[config.mk]
export PLATFORM = sky130hd
export DESIGN_NAME = flicker_ctrl_flat
export DESIGN_NICKNAME = d
export VERILOG_FILES = /design/src/rtl/flicker_ctrl_if.sv /design/src/rtl/flicker_ctrl.sv /design/src/flat_wrapper.sv
export SDC_FILE = /design/constraint.sdc
export NUM_CORES = 1
export LEC_CHECK = 0
export CAP_MARGIN = 30
export CORE_UTILIZATION = 40
export CTS_BUF_LIST = sky130_fd_sc_hd__clkbuf_8
export DETAILED_ROUTE_END_ITERATION = 12
export GPL_ROUTABILITY_DRIVEN = 1
export GPL_TIMING_DRIVEN = 0
export SYNTH_ARGS = -nofsm -noshare
export SYNTH_HDL_FRONTEND = slang
export SYNTH_SLANG_ARGS = --single-unit
[constraint.sdc]
create_clock -name clk -period 3.14 [get_ports clk]
set_clock_uncertainty 0.05 [all_clocks]
set_input_delay 0.628 -clock clk [delete_from_list [all_inputs] [get_ports clk]]
set_output_delay 0.628 -clock clk [all_outputs]
set_load 0.1 [all_outputs]
[src/rtl/flicker_ctrl_if.sv]
// Control/PWM-side signal bundle for the candle-flicker brightness sequencer.
// The sequencer takes the slave side; run control and the PWM take the master side.
interface flicker_ctrl_if;
   logic       run;
   logic [3:0] step;
   logic       pwm_en;
   logic [7:0] value;
   logic       frame;
   logic       busy;

   modport master (output run, step, input pwm_en, value, frame, busy);
   modport slave  (input run, step, output pwm_en, value, frame, busy);
endinterface

[src/rtl/flicker_ctrl.sv]
// Candle-flicker brightness sequencer: prescaled PWM enable, pseudo-random targets, frame-aligned ramps.
// Optional build macro FLICKER_GUST_EN adds occasional deep "gust" dips with a doubled ramp rate.
module flicker_ctrl #(
   parameter int unsigned PRESCALE  = 4,
   parameter logic [7:0]  MIN_LEVEL = 8'd64,
   parameter logic [15:0] LFSR_SEED = 16'hACE1
) (
   input logic           clk,
   input logic           reset,
   flicker_ctrl_if.slave bus
);
   typedef enum logic [1:0] {IDLE, RAMP, HOLD} state_t;

   state_t      state, state_nx;
   logic [7:0]  pre, pre_nx;
   logic [7:0]  slot, slot_nx;
   logic [15:0] lfsr, lfsr_nx;
   logic [7:0]  value, value_nx;
   logic [7:0]  target, target_nx;
   logic [4:0]  hold, hold_nx;
   logic        gust, gust_nx;
   logic        pwm_en, frame, gust_hit, arrive;
   logic [4:0]  base_step, eff_step;
   logic signed [8:0] diff;
   logic [8:0]  mag;

   function automatic logic [15:0] lfsr_adv(input logic [15:0] s);
      return {1'b0, s[15:1]} ^ (s[0] ? 16'hB400 : 16'h0000);
   endfunction

   // Returns {gust flag, target}; a gust dip deliberately bypasses the floor.
   function automatic logic [8:0] pick_target(input logic [7:0] r, input logic hit);
      if (hit) return {1'b1, MIN_LEVEL >> 1};
      return {1'b0, (r < MIN_LEVEL) ? MIN_LEVEL : r};
   endfunction

`ifdef FLICKER_GUST_EN
   assign gust_hit = (lfsr[15:12] == 4'hF);
`else
   assign gust_hit = 1'b0;
`endif

   assign pwm_en     = (state != IDLE) && (pre == 8'(PRESCALE - 1));
   assign frame      = pwm_en && (slot == 8'd255);
   assign bus.pwm_en = pwm_en;
   assign bus.frame  = frame;
   assign bus.value  = value;
   assign bus.busy   = (state != IDLE);

   assign base_step = (bus.step == 4'd0) ? 5'd1 : {1'b0, bus.step};
   assign eff_step  = gust ? 5'(base_step << 1) : base_step;
   assign diff      = $signed({1'b0, target}) - $signed({1'b0, value});
   assign mag       = diff[8] ? $unsigned(-diff) : $unsigned(diff);
   assign arrive    = (mag <= {4'b0, eff_step});

   always_comb begin
      state_nx  = state;
      pre_nx    = pre;
      slot_nx   = slot;
      lfsr_nx   = lfsr;
      value_nx  = value;
      target_nx = target;
      hold_nx   = hold;
      gust_nx   = gust;
      if (frame) lfsr_nx = lfsr_adv(lfsr);
      if (!bus.run) begin
         state_nx = IDLE;
         pre_nx   = 8'd0;
         slot_nx  = 8'd0;
         value_nx = 8'd0;
         hold_nx  = 5'd0;
         gust_nx  = 1'b0;
      end else begin
         case (state)
            IDLE: begin
               {gust_nx, target_nx} = pick_target(lfsr[7:0], gust_hit);
               lfsr_nx  = lfsr_adv(lfsr);
               state_nx = RAMP;
               pre_nx   = 8'd0;
               slot_nx  = 8'd0;
            end
            default: begin
               pre_nx = pwm_en ? 8'd0 : pre + 8'd1;
               if (pwm_en) slot_nx = slot + 8'd1;
               // Value and phase only move on the period wrap so the PWM never sees a mid-period change.
               if (frame) begin
                  if (state == RAMP) begin
                     if (arrive) begin
                        value_nx = target;
                        hold_nx  = {1'b0, lfsr[11:8]} + 5'd1;
                        gust_nx  = 1'b0;
                        state_nx = HOLD;
                     end else begin
                        value_nx = diff[8] ? value - {3'b0, eff_step} : value + {3'b0, eff_step};
                     end
                  end else begin
                     hold_nx = hold - 5'd1;
                     if (hold == 5'd1) begin
                        {gust_nx, target_nx} = pick_target(lfsr[7:0], gust_hit);
                        state_nx = RAMP;
                     end
                  end
               end
            end
         endcase
      end
   end

   always_ff @(posedge clk) begin
      if (reset) begin
         state <= IDLE;
         pre   <= 8'd0;
         slot  <= 8'd0;
         lfsr  <= LFSR_SEED;
         value <= 8'd0;
         hold  <= 5'd0;
         gust  <= 1'b0;
      end else begin
         state <= state_nx;
         pre   <= pre_nx;
         slot  <= slot_nx;
         lfsr  <= lfsr_nx;
         value <= value_nx;
         hold  <= hold_nx;
         gust  <= gust_nx;
      end
   end

   always_ff @(posedge clk) begin
      target <= target_nx;
   end
endmodule

[src/flat_wrapper.sv]
// flat-port wrapper written by rule: the top's interface ports become plain ports
module flicker_ctrl_flat 
#(
   parameter int unsigned PRESCALE  = 4,
   parameter logic [7:0]  MIN_LEVEL = 8'd64,
   parameter logic [15:0] LFSR_SEED = 16'hACE1
)
  (clk, reset, bus_run, bus_step, bus_pwm_en, bus_value, bus_frame, bus_busy);
  flicker_ctrl_if bus_i ();
  input logic clk;
  input logic reset;
  input wire logic [$bits(bus_i.run)-1:0] bus_run;
  input wire logic [$bits(bus_i.step)-1:0] bus_step;
  output wire logic [$bits(bus_i.pwm_en)-1:0] bus_pwm_en;
  output wire logic [$bits(bus_i.value)-1:0] bus_value;
  output wire logic [$bits(bus_i.frame)-1:0] bus_frame;
  output wire logic [$bits(bus_i.busy)-1:0] bus_busy;
  assign bus_i.run = bus_run;
  assign bus_i.step = bus_step;
  assign bus_pwm_en = bus_i.pwm_en;
  assign bus_value = bus_i.value;
  assign bus_frame = bus_i.frame;
  assign bus_busy = bus_i.busy;
  flicker_ctrl #(.PRESCALE(PRESCALE), .MIN_LEVEL(MIN_LEVEL), .LFSR_SEED(LFSR_SEED)) u_core (.clk(clk), .reset(reset), .bus(bus_i));
endmodule
# Word level (Yosys, flattened, before mapping)
# Index checks and enable logic that the tools add are counted.
totals:
  ff_bits: 56
  input_bits: 7
  output_inout_bits: 11
  wordCells: 81
op_classes:
  n_addsub: 8
  n_lt_le_gt_ge: 2
  n_eq_ne: 7
  muxes: 35
  bitwise_logic: 3
  reduce_logical: 17
ops:
  columns: ["operator", "count"]
  rows:
  - ["$mux 16", 4]
  - ["$mux 8", 7]
  - ["$mux 9", 3]
  - ["$add 8x1->8 const B", 2]
  - ["$xor 15x16->16", 1]
  - ["$mux 5", 3]
  - ["$mux 1", 14]
  - ["$reduce_and 3->1", 4]
  - ["$le 9x5->1", 1]
  - ["$neg 9->9", 1]
  - ["$sub 8x8->9", 1]
  - ["$add 8x5->8", 1]
  - ["$eq 8x2->1 const B", 1]
  - ["$eq 8x8->1 const B", 1]
  - ["$lt 8x7->1 const B", 1]
  - ["$reduce_bool 2->1", 4]
  - ["$sub 8x5->8", 1]
  - ["$mux 2", 3]
  - ["$add 4x1->5 const B", 1]
  - ["$eq 5x1->1 const B", 1]
  - ["$sub 5x1->5 const B", 1]
  - ["$logic_not 4->1", 1]
  - ["$mux 4", 1]
  - ["$reduce_and 4->1", 1]
  - ["other kinds (11)", 13]

# Longest topological paths before layout
# Gate-level depths: netlist (run 1).
logic_depth:
  ltp_word: 11
  ltp_mapped: 20
  ltp_nobuf: 18

# Least setup slack after synthesis (run 1)
# No wires, ideal clock.
synth_path:
  kind: "register to register"
  from: "reg u_core.pre[0]"
  to: "reg u_core.target[0] (enable)"
  setup_ns: 0.373
  arrival_time_ns: 3.464
  required_ns: 2.717
  path_slack_ns: -0.747
  path_stages_with_launch: 10
  path_buffers: 1
  period_less_slack_ns: 3.887
  path_cell_list: "dfxtp_1 -> ha_1 -> nor4b_1 -> nand2_1 -> nor2_2 -> nand2_1 -> inv_2 -> buf_2 -> a31oi_1 -> nor2b_1"
synth_via:
  elab_chain_cells: 5
synth_rtl:
  columns: ["element", "line_no", "text"]
  rows:
  - ["from (decl)", "flicker_ctrl.sv:15", "logic [7:0] pre, pre_nx;"]
  - ["from (signal assigned)", "flicker_ctrl.sv:120", "pre <= pre_nx;"]
  - ["$eq 8x2->1", "flicker_ctrl.sv:43", "assign pwm_en = (state != IDLE) && (pre == 8'(PRESCALE - 1));"]
  - ["$logic_and 1x1->1", "flicker_ctrl.sv:43", null]
  - ["named net bus_pwm_en", "flat_wrapper.sv:14", "output wire logic [$bits(bus_i.pwm_en)-1:0] bus_pwm_en;"]
  - ["$logic_and 1x1->1", "flicker_ctrl.sv:44", "assign frame = pwm_en && (slot == 8'd255);"]
  - ["named net bus_frame", "flat_wrapper.sv:16", "output wire logic [$bits(bus_i.frame)-1:0] bus_frame;"]
  - ["$reduce_bool 2->1 (no source line)", null, null]
  - ["$reduce_and 4->1 (no source line)", null, null]
  - ["to (signal assigned)", "flicker_ctrl.sv:130", "target <= target_nx;"]
  - ["to (decl)", "flicker_ctrl.sv:19", "logic [7:0] target, target_nx;"]
# The timed path passes the listed nets, and every way through them passes these cells.
# A chain may end at the register's enable or synchronous reset.

# Worst setup path in the final report (run 1)
layout_path:
  from: "reg u_core.target[0]"
  to: "reg u_core.hold[3]"
layout_via:
  elab_chain_cells: 6
layout_rtl:
  columns: ["element", "line_no", "text"]
  rows:
  - ["$sub 8x8->9 *", "flicker_ctrl.sv:52", "assign diff = $signed({1'b0, target}) - $signed({1'b0, value});"]
  - ["$neg 9->9", "flicker_ctrl.sv:53", "assign mag = diff[8] ? $unsigned(-diff) : $unsigned(diff);"]
  - ["$mux 9 *", "flicker_ctrl.sv:53", null]
  - ["$le 9x5->1 *", "flicker_ctrl.sv:54", "assign arrive = (mag <= {4'b0, eff_step});"]
  - ["$ne 2x1->1 (no source line) *", null, null]
  - ["$reduce_and 3->1 (no source line) *", null, null]
  - ["to (signal assigned)", "flicker_ctrl.sv:124", "hold <= hold_nx;"]
  - ["to (decl)", "flicker_ctrl.sv:20", "logic [4:0] hold, hold_nx;"]
# Every way passes the cells marked *; elsewhere a longest branch is shown, timed or not.

==> results of run 1 <==
-- synthesized netlist by cell type (all sizes together), types with 2 or more instances --
master | n | area, um2
o21bai | 2 | 15.0
a21boi | 2 | 15.0
nor4b | 2 | 17.5
nor2b | 13 | 88.8
nand3 | 13 | 65.1
buf | 6 | 45.0
mux2 | 2 | 30.0
and3 | 3 | 18.8
dfxtp | 47 | 941
or2 | 2 | 12.5
nor2 | 41 | 156
nand2b | 4 | 25.0
o21ai | 23 | 115
nor3 | 10 | 50.1
nand2 | 49 | 184
a31oi | 6 | 52.6
o21a | 2 | 15.0
clkbuf | 9 | 35.0
nand4 | 5 | 31.3
nand3b | 8 | 60.1
xor2 | 18 | 158
a21oi | 31 | 163
a211oi | 4 | 40.0
edfxtp | 8 | 240
ha | 27 | 338
inv | 24 | 90.1
a21o | 5 | 37.5
o31a | 2 | 17.5
xnor2 | 11 | 96.3
o2111ai | 2 | 23.8
or3 | 3 | 18.8
mux2i | 9 | 90.1
fa | 2 | 40.0
-- per-stage QoR --
stage | setup TNS [ps] | cells | total power, mW | util | worst slack [ps]
after floorplan | -2760 | 408 | 0.951 | - | -268
after global routing | -8450 | 557 | 1.62 | 0.502 | -637
after global placement | -8330 | 530 | 1.00 | 0.458 | -719
after detailed placement | -9260 | 530 | 1.01 | 0.458 | -725
after CTS | -5850 | 549 | 1.53 | 0.488 | -430
final | -5870 | 557 | 1.54 | 0.502 | -459
-- where the power goes --
group / switching [mW] / internal (mW)
Combinational: 0.156 / 0.136
Clock: 0.235 / 0.263
Sequential: 0.0173 / 0.732
-- area by class of cell --
class | count | area [um2]
Buffer | 15 | 82.6
Clock buffer | 6 | 82.6
Clock inverter | 2 | 38.8
Fill cell | 788 | 4140
Inverter | 24 | 92.6
Multi-Input combinational cell | 314 | 2200
Sequential cell | 55 | 1200
Tap cell | 105 | 131
Timing Repair Buffer | 36 | 338
-- path summary, 6_finish.rpt --
check                                 startpoint              end  slack [ps]  cells after the start
worst min register to register   u_core.lfsr[15]  u_core.lfsr[14]         420                      2
worst min-delay path             u_core.lfsr[15]  u_core.lfsr[14]         420                      2
worst max register to register  u_core.target[0]   u_core.hold[3]        -460                     21
worst max-delay path            u_core.target[0]   u_core.hold[3]        -460                     21
-- what timing repair did --
item	4_1_cts	5_1_grt
pin swaps	8	19
gates resized for setup	21	14
buffers inserted	11	8
endpoints found under the hold margin	0	0
setup endpoints to repair	17	17
-- logic make-up after synthesis --
family	Yosys count	share of synthesized area
mux	11	0.0348
flops	55	0.342
xor+xnor	29	0.0736
simple gates	158	0.225
compound gates	87	0.166
buf+inv	39	0.0493
fa+ha+maj	29	0.109
-- state kept, by name, summed over array words and instances (netlist names) --
| register | count |
|---|---|
| u_core.pre | 8 |
| u_core.state | 2 |
| u_core.hold | 5 |
| u_core.lfsr | 16 |
| u_core.target | 8 |
| u_core.slot | 8 |
| u_core.bus.value | 8 |
-- critical path, delay by kind of cell (launching register included) --
| family | cells | cell delay, ps |
|---|---|---|
| fa+ha+maj | 3 | 830 |
| simple gates | 5 | 490 |
| compound gates | 8 | 1230 |
| flops | 1 | 370 |
| buf+inv | 5 | 560 |
-- per-layer routing --
layer	vias up	global-route usage	wire length [um]
li1	1502	-	-
met1	1358	0.240	3750
met2	30	0.302	3620
met3	5	0.0250	175
met4	0	0.0417	68
met5	-	0	0
==> results.json, run 1 <==
{
  "place_area_um2": 3800,
  "required_ps": 3340,
  "cts_sinks": 55,
  "tightest_slew_ps": 967,
  "ios": 18,
  "synth_nets": 444,
  "hold_class": "flip-flop to flip-flop",
  "cp-end-kind": "flip-flop",
  "dp_hpwl_mm": 5.49,
  "wl_per_cell_um": 13.7,
  "drc_errors": 0,
  "fmax_mhz": 278,
  "synth-seq-cells": 55,
  "chipWidth_um": 94.9,
  "max_stage_delay_ps": 370,
  "drive_gt1_frac": 0.175,
  "ys.warnings.count": 0,
  "cts_buffers": 5,
  "num_rows": 33,
  "ys.flop_type": "dfxtp_1",
  "finalHoldViolations": 0,
  "grt_max_degree": 18,
  "nets": 487,
  "netlist_area_um2": 3450,
  "via_count": 2895,
  "final_common_cell": "nand2_1",
  "design_area_um2": 4160,
  "drtAntennaViolNets": 0,
  "grt_pass1_wl_mm": 12.7,
  "cpMaxStageDelayCell": "edfxtp_1",
  "antenna_found_initial": 0,
  "yosysSeqAreaShare": 0.342,
  "synth_cell_types": 59,
  "violations": "negative setup slack",
  "initialDrtViolationCount": 116,
  "slew_headroom": 0.353,
  "synthCells": 408,
  "crit_arrival_ps": 3800,
  "routed_wl_mm": 7.62,
  "power_density_nw_per_um2": 370,
  "vias_per_cell": 5.20,
  "setup_viol": 15,
  "path_cells": "inv_2 > ha_4 > fa_2 > nor2b_4 > o2111ai_4 > a31oi_4 > inv_4 > nand2_2 > o21ai_2 > ha_1 > nor2b_4 > o21ai_2 > nand2b_1 > a21oi_2 > a41o_1 > o221a_1 > buf_6 > buf_8 > buf_6 > nor3_4 > a211oi_2",
  "cp_max_fo": 7,
  "ir_drop_uv": 222,
  "synth_edf_count": 8,
  "initial_core_util": 0.416,
  "whs_ps": 418,
  "drtPass1Iterations": 4,
  "cts_root_buf": "clkbuf_8",
  "die_area_um2": 9000,
  "p_leak_nw": 1.63,
  "grt-ovfl-total": 0,
  "post-route-period-util": 1.15,
  "htreeDepth": 2,
  "cts.clk_slew.worst_paths_ps": 110,
  "avgSynthCellArea_um2": 8.46,
  "n_antenna_cell": 0,
  "die_y_um": 94.9,
  "core-area_um2": 8300,
  "cap_violations": 0,
  "period_needed_ps": 3600,
  "final_cell_mix": "nand2_1, nor2_1, dfxtp_1",
  "start_kind": "flip-flop",
  "gr-usage-all-layers": 0.179,
  "area_growth_pct": 20.7,
  "clockBufferDepth": 2,
  "tritoncts": "built",
  "io_buffers": 17,
  "rsz0062_at_grt": "true",
  "critPathKind": "flip-flop to flip-flop",
  "place_congestion": 0.793,
  "async_reset_ff_frac": 0,
  "grt_pass1_vias": 2721,
  "postCtsHoldBufs": 0,
  "status": "complete, but fails checks",
  "slew_viol_final": 0,
  "clk_latency_ps": 310,
  "setup_ws_ps": -459
}
Power figures use the tool's default switching activity.
==> run 2: changes to the inputs <==
- HOLD_SLACK_MARGIN: default -> 0.15
==> results of run 2 <==
Same layout as run 1: the final DEF is identical, and so are final timing and power.
==> patch 1, RTL diff (settings of run 1) <==
Add a define of `FLICKER_GUST_EN`.
--- a/src/rtl/flicker_ctrl.sv
+++ b/src/rtl/flicker_ctrl.sv
@@ -1,4 +1,6 @@
 // Candle-flicker brightness sequencer: prescaled PWM enable, pseudo-random targets, frame-aligned ramps.
 // Optional build macro FLICKER_GUST_EN adds occasional deep "gust" dips with a doubled ramp rate.
+`define FLICKER_GUST_EN
+
 module flicker_ctrl #(
    parameter int unsigned PRESCALE  = 4,
Function: no difference found for any inputs over 10 cycles, from zero or initial values and one cycle with reset high; that may be too few to reach the edited logic, so the function may still have changed.
==> patch 1 against run 1 <==
Highest routed layer unchanged. Critical endpoint unchanged. Sequential share of layout area fell by 1.1 points. Power up 0.55%. Sequential cell count up 1. Worst hold slack better by 0.0065 ns. The flow still finishes with violations (negative setup slack). Combinational power increased by 38%. Worst setup slack worse by 0.077 ns. Wire length rose by 14%. Via count grew 12%. Final area is 6.5% higher. Area after synthesis up 4.9%.
==> patch 1: results (changes against run 1) <==
status=complete, but fails checks; failing checks=negative setup slack; Via Count=3,238 (+12%); first-pass GRT wire length=14,300 um (+13%); vias per cell=5.49 (+5.6%); DP HPWL=6340 um (+16%); GP Congestion=0.838 (+5.7%); Routed Wire Length=8650 um (+14%); r2r worst-path depth=20 (-4.8%); layout cell share with drive strength beyond 1=18.3% (+0.78 points); Lkg Pwr=1.70 nW (+4.0%); cell area after layout=4440 um^2 (+6.5%); final setup TNS=-7.17 ns (-1.30 ns); mux cell area share after synthesis=2.21% (-1.3 points); gr usage total=18.3% (+0.40 points); fillers=834 (+5.8%); syn_nets=473 (+6.5%); initial drt markers=143 (+23%); seq pwr=0.763 mW (+2%); number of non-clock inverters=23 (-4.2%); Distinct cells, synth=63 (+6.8%); dpl ws=-0.895 ns (-0.169 ns); Die Width=97.1 um (+2.4%); buffering overhead=9.14% (-0.96 points); Compound-Gate Fraction of Synth Area=18.7% (+2.2 points); Mean Syn Cell Area=8.28 um^2 (-2.1%); vias in the first global route=3,042 (+12%); clock-cell share of area=1.89% (-1.0 points); CP peak stage delay=0.43 ns (+0.06 ns); Post-DP Area=4040 um^2 (+6.4%); CTS resizes=27 (+29%); fraction of area in registers=27.7% (-1.1 points); Synth Area in Adders=10.4% (-0.51 points); pin count of the biggest net entering global routing=17 (-1); Switch Pwr=0.465 mW (+14%); synth top area cells=dfxtp_1 (27%), ha_1 (9.3%), edfxtp_1 (6.6%); setup slack after layout=-0.536 ns (-0.0770 ns); multi-input logic cell count=345 (+9.9%); critical path arrival=3.83 ns (+0.03 ns); buffers outside the clock class=50 (-2.0%); Final #Nets=517 (+6.2%); Final setup viols=16 (+1); Gate power share=26.0% (+7.0 points); Post CTS Setup Buffer Count=13 (+2); crit-path max FO=6 (-1); Final Power=1.55 mW (+0.55%); Top Family by Delay on Critical Path=compound AO/OA/AOI/OAI gates; placed cell count=562 (+6.0%); Max transition margin=34.1% (-1.2 points)
[patch 1: changes by cell type after synthesis, moves of 4 or more]
cell,delta
nand2_1,+9
nand4_1,+5
and2_1,+6
nor2b_1,-6
nor2_1,+4
a211oi_1,+6
o21ai_0,-7
o21a_1,+4
[patch 1: path summary, 6_finish.rpt]
path                                       start                          end
setup / recovery  u_core.target[0]$_SDFFCE_PP0P_  u_core.hold[3]$_SDFFE_PP0P_
hold / removal         u_core.lfsr[3]$_SDFF_PP0_    u_core.lfsr[3]$_SDFF_PP0_
setup reg to reg  u_core.target[0]$_SDFFCE_PP0P_  u_core.hold[3]$_SDFFE_PP0P_
hold reg to reg        u_core.lfsr[3]$_SDFF_PP0_    u_core.lfsr[3]$_SDFF_PP0_
[patch 1: layer usage]
metal / track usage, % / part of all wire (%) / vias to the layer above
met2: 31.1 / 49 / 49
li1: - / - / 1646
met5: 0 / 0 / -
met1: 24.2 / 47 / 1528
met3: 1.94 / 2.4 / 15
met4: 5.86 / 2.4 / 0
==> patch 2, RTL diff (flow settings as in run 1) <==
Made on the original files. The 3 states of `state_t` get a one-hot encoding in 3 bits.
--- a/src/rtl/flicker_ctrl.sv
+++ b/src/rtl/flicker_ctrl.sv
@@ -10,5 +10,5 @@
    flicker_ctrl_if.slave bus
 );
-   typedef enum logic [1:0] {IDLE, RAMP, HOLD} state_t;
+   typedef enum logic [2:0] {IDLE = 3'b001, RAMP = 3'b010, HOLD = 3'b100} state_t;
 
    state_t      state, state_nx;
Behaviour: same outputs for any inputs over 10 cycles, from zero or initial values and one cycle with reset high; not proved beyond that.
==> patch 2 against run 1 <==
The flow still finishes with violations (negative setup slack). Area after synthesis is 1.7% higher. Via count is 3.1% higher. Sequential power is 2% higher. Worst setup slack worse by 0.18 ns. Sequential cell count is 1 higher. Power is 0.87% lower. Final area is 2.9% higher. Wire length is 2.6% higher. Count of clock-buffer cells in the layout is 1 lower. Fmax is 4.9% lower. Utilization is 1.2 points higher. Cell count is 1.3% higher. Critical path type unchanged. Largest power group unchanged.
==> patch 2: results (changes against run 1) <==
layout cell share with drive strength beyond 1=19.2% (+1.7 points); syn_nets=450 (+1.4%); register area share after synthesis=34.2% (about the same); slew of the pin with the lowest slew margin=1.08 ns (+0.109 ns); mux cell area share after synthesis=2.60% (-0.88 points); synth top area cells=dfxtp_1 (27%), ha_1 (9.6%), edfxtp_1 (6.8%); gr usage total=17.9% (about the same); Via Count=2,984 (+3.1%); WL met2=3680 um (+1.7%); M1 WL=3920 um (+4.4%); XOR/XNOR Fraction of Synth Area=6.99% (-0.38 points); first-pass GRT wire length=12,900 um (+1.2%); top post-synthesis cells by count=dfxtp_1 (48), nand2_1 (43), a21oi_1 (36); fillers=808 (+2.5%); setup slack after layout=-0.644 ns (-0.185 ns); hold slack=0.415 ns (-0.00248 ns); wire per inst=13.9 um (+1.3%); Final setup viols=15 (unchanged); CP peak stage delay=0.35 ns (-0.02 ns); status=complete, but fails checks; WL met3=162 um (-7.4%); critical path arrival=3.98 ns (+0.18 ns); failing checks=negative setup slack; crit-path max FO=8 (+1); Post-DP Area=3920 um^2 (+3.2%); vias in the first global route=2,755 (+1.2%)
## patch 2: area by class of cell
class	count	area share (%)
flip-flops and latches	56	28.6
plain buffers	10	1.14
multi-input cells	322	54.4
well taps	105	3.07
clock buffers	5	1.61
inverters	25	2.28
repair buffers	38	8.44
clock inverters	3	0.467
## patch 2: power by group
part	leakage, nW	switching, mW	internal (mW)
combinational	1.16	0.191	0.170
sequential	0.470	0.0200	0.747
clock	0.0460	0.240	0.158
## patch 2: timing repair
action,CTS,global route
resized for setup,22,16
endpoints found under the setup margin,17,25
hold endpoints to repair,0,0
setup buffers,12,9
pin swaps,11,8
## patch 2: worst paths after layout
kind,cells after the start,endpoint
worst min-delay path,2,u_core.lfsr[14]$_SDFF_PP0_
worst min register to register,2,u_core.lfsr[14]$_SDFF_PP0_
worst max-delay path,17,u_core.hold[3]$_SDFFE_PP0P_
worst max register to register,17,u_core.hold[3]$_SDFFE_PP0P_
## patch 2: metal layers
| layer | up-vias | global-route usage [%] |
|---|---|---|
| li1 | 1555 | - |
| met1 | 1390 | 24.8 |
| met2 | 33 | 29.8 |
| met3 | 6 | 2.23 |
| met4 | 0 | 3.61 |
| met5 | - | 0 |
## patch 2: per-stage QoR
stage          utilization [%]  TNS [ns]  setup WS (ns)  instances
6_report                  51.4     -8.84         -0.644        564
5_1_grt                   51.4    -11.76         -0.803        564
4_1_cts                   49.8     -9.04         -0.686        556
3_5_place_dp              47.0    -12.06         -0.900        536
3_3_place_gp              47.0    -11.31         -0.844        536
2_1_floorplan                -     -7.54         -0.610        414
## patch 2: logic make-up after synthesis
family	after synthesis
AOI/OAI and AO/OA	99
xor gates and xnor gates	28
adders and majority gates	29
buffers and inverters	36
DFF	56
muxes	9
and+or+nand+nor	157
## patch 2: worst max-delay path, delay by kind of cell, from the launching register on
kind | cells | cell delay (ns)
xor+xnor | 1 | 0.15
simple gates | 3 | 0.54
fa+ha+maj | 3 | 0.81
compound gates | 9 | 1.75
buf+inv | 1 | 0.06
flops | 1 | 0.35
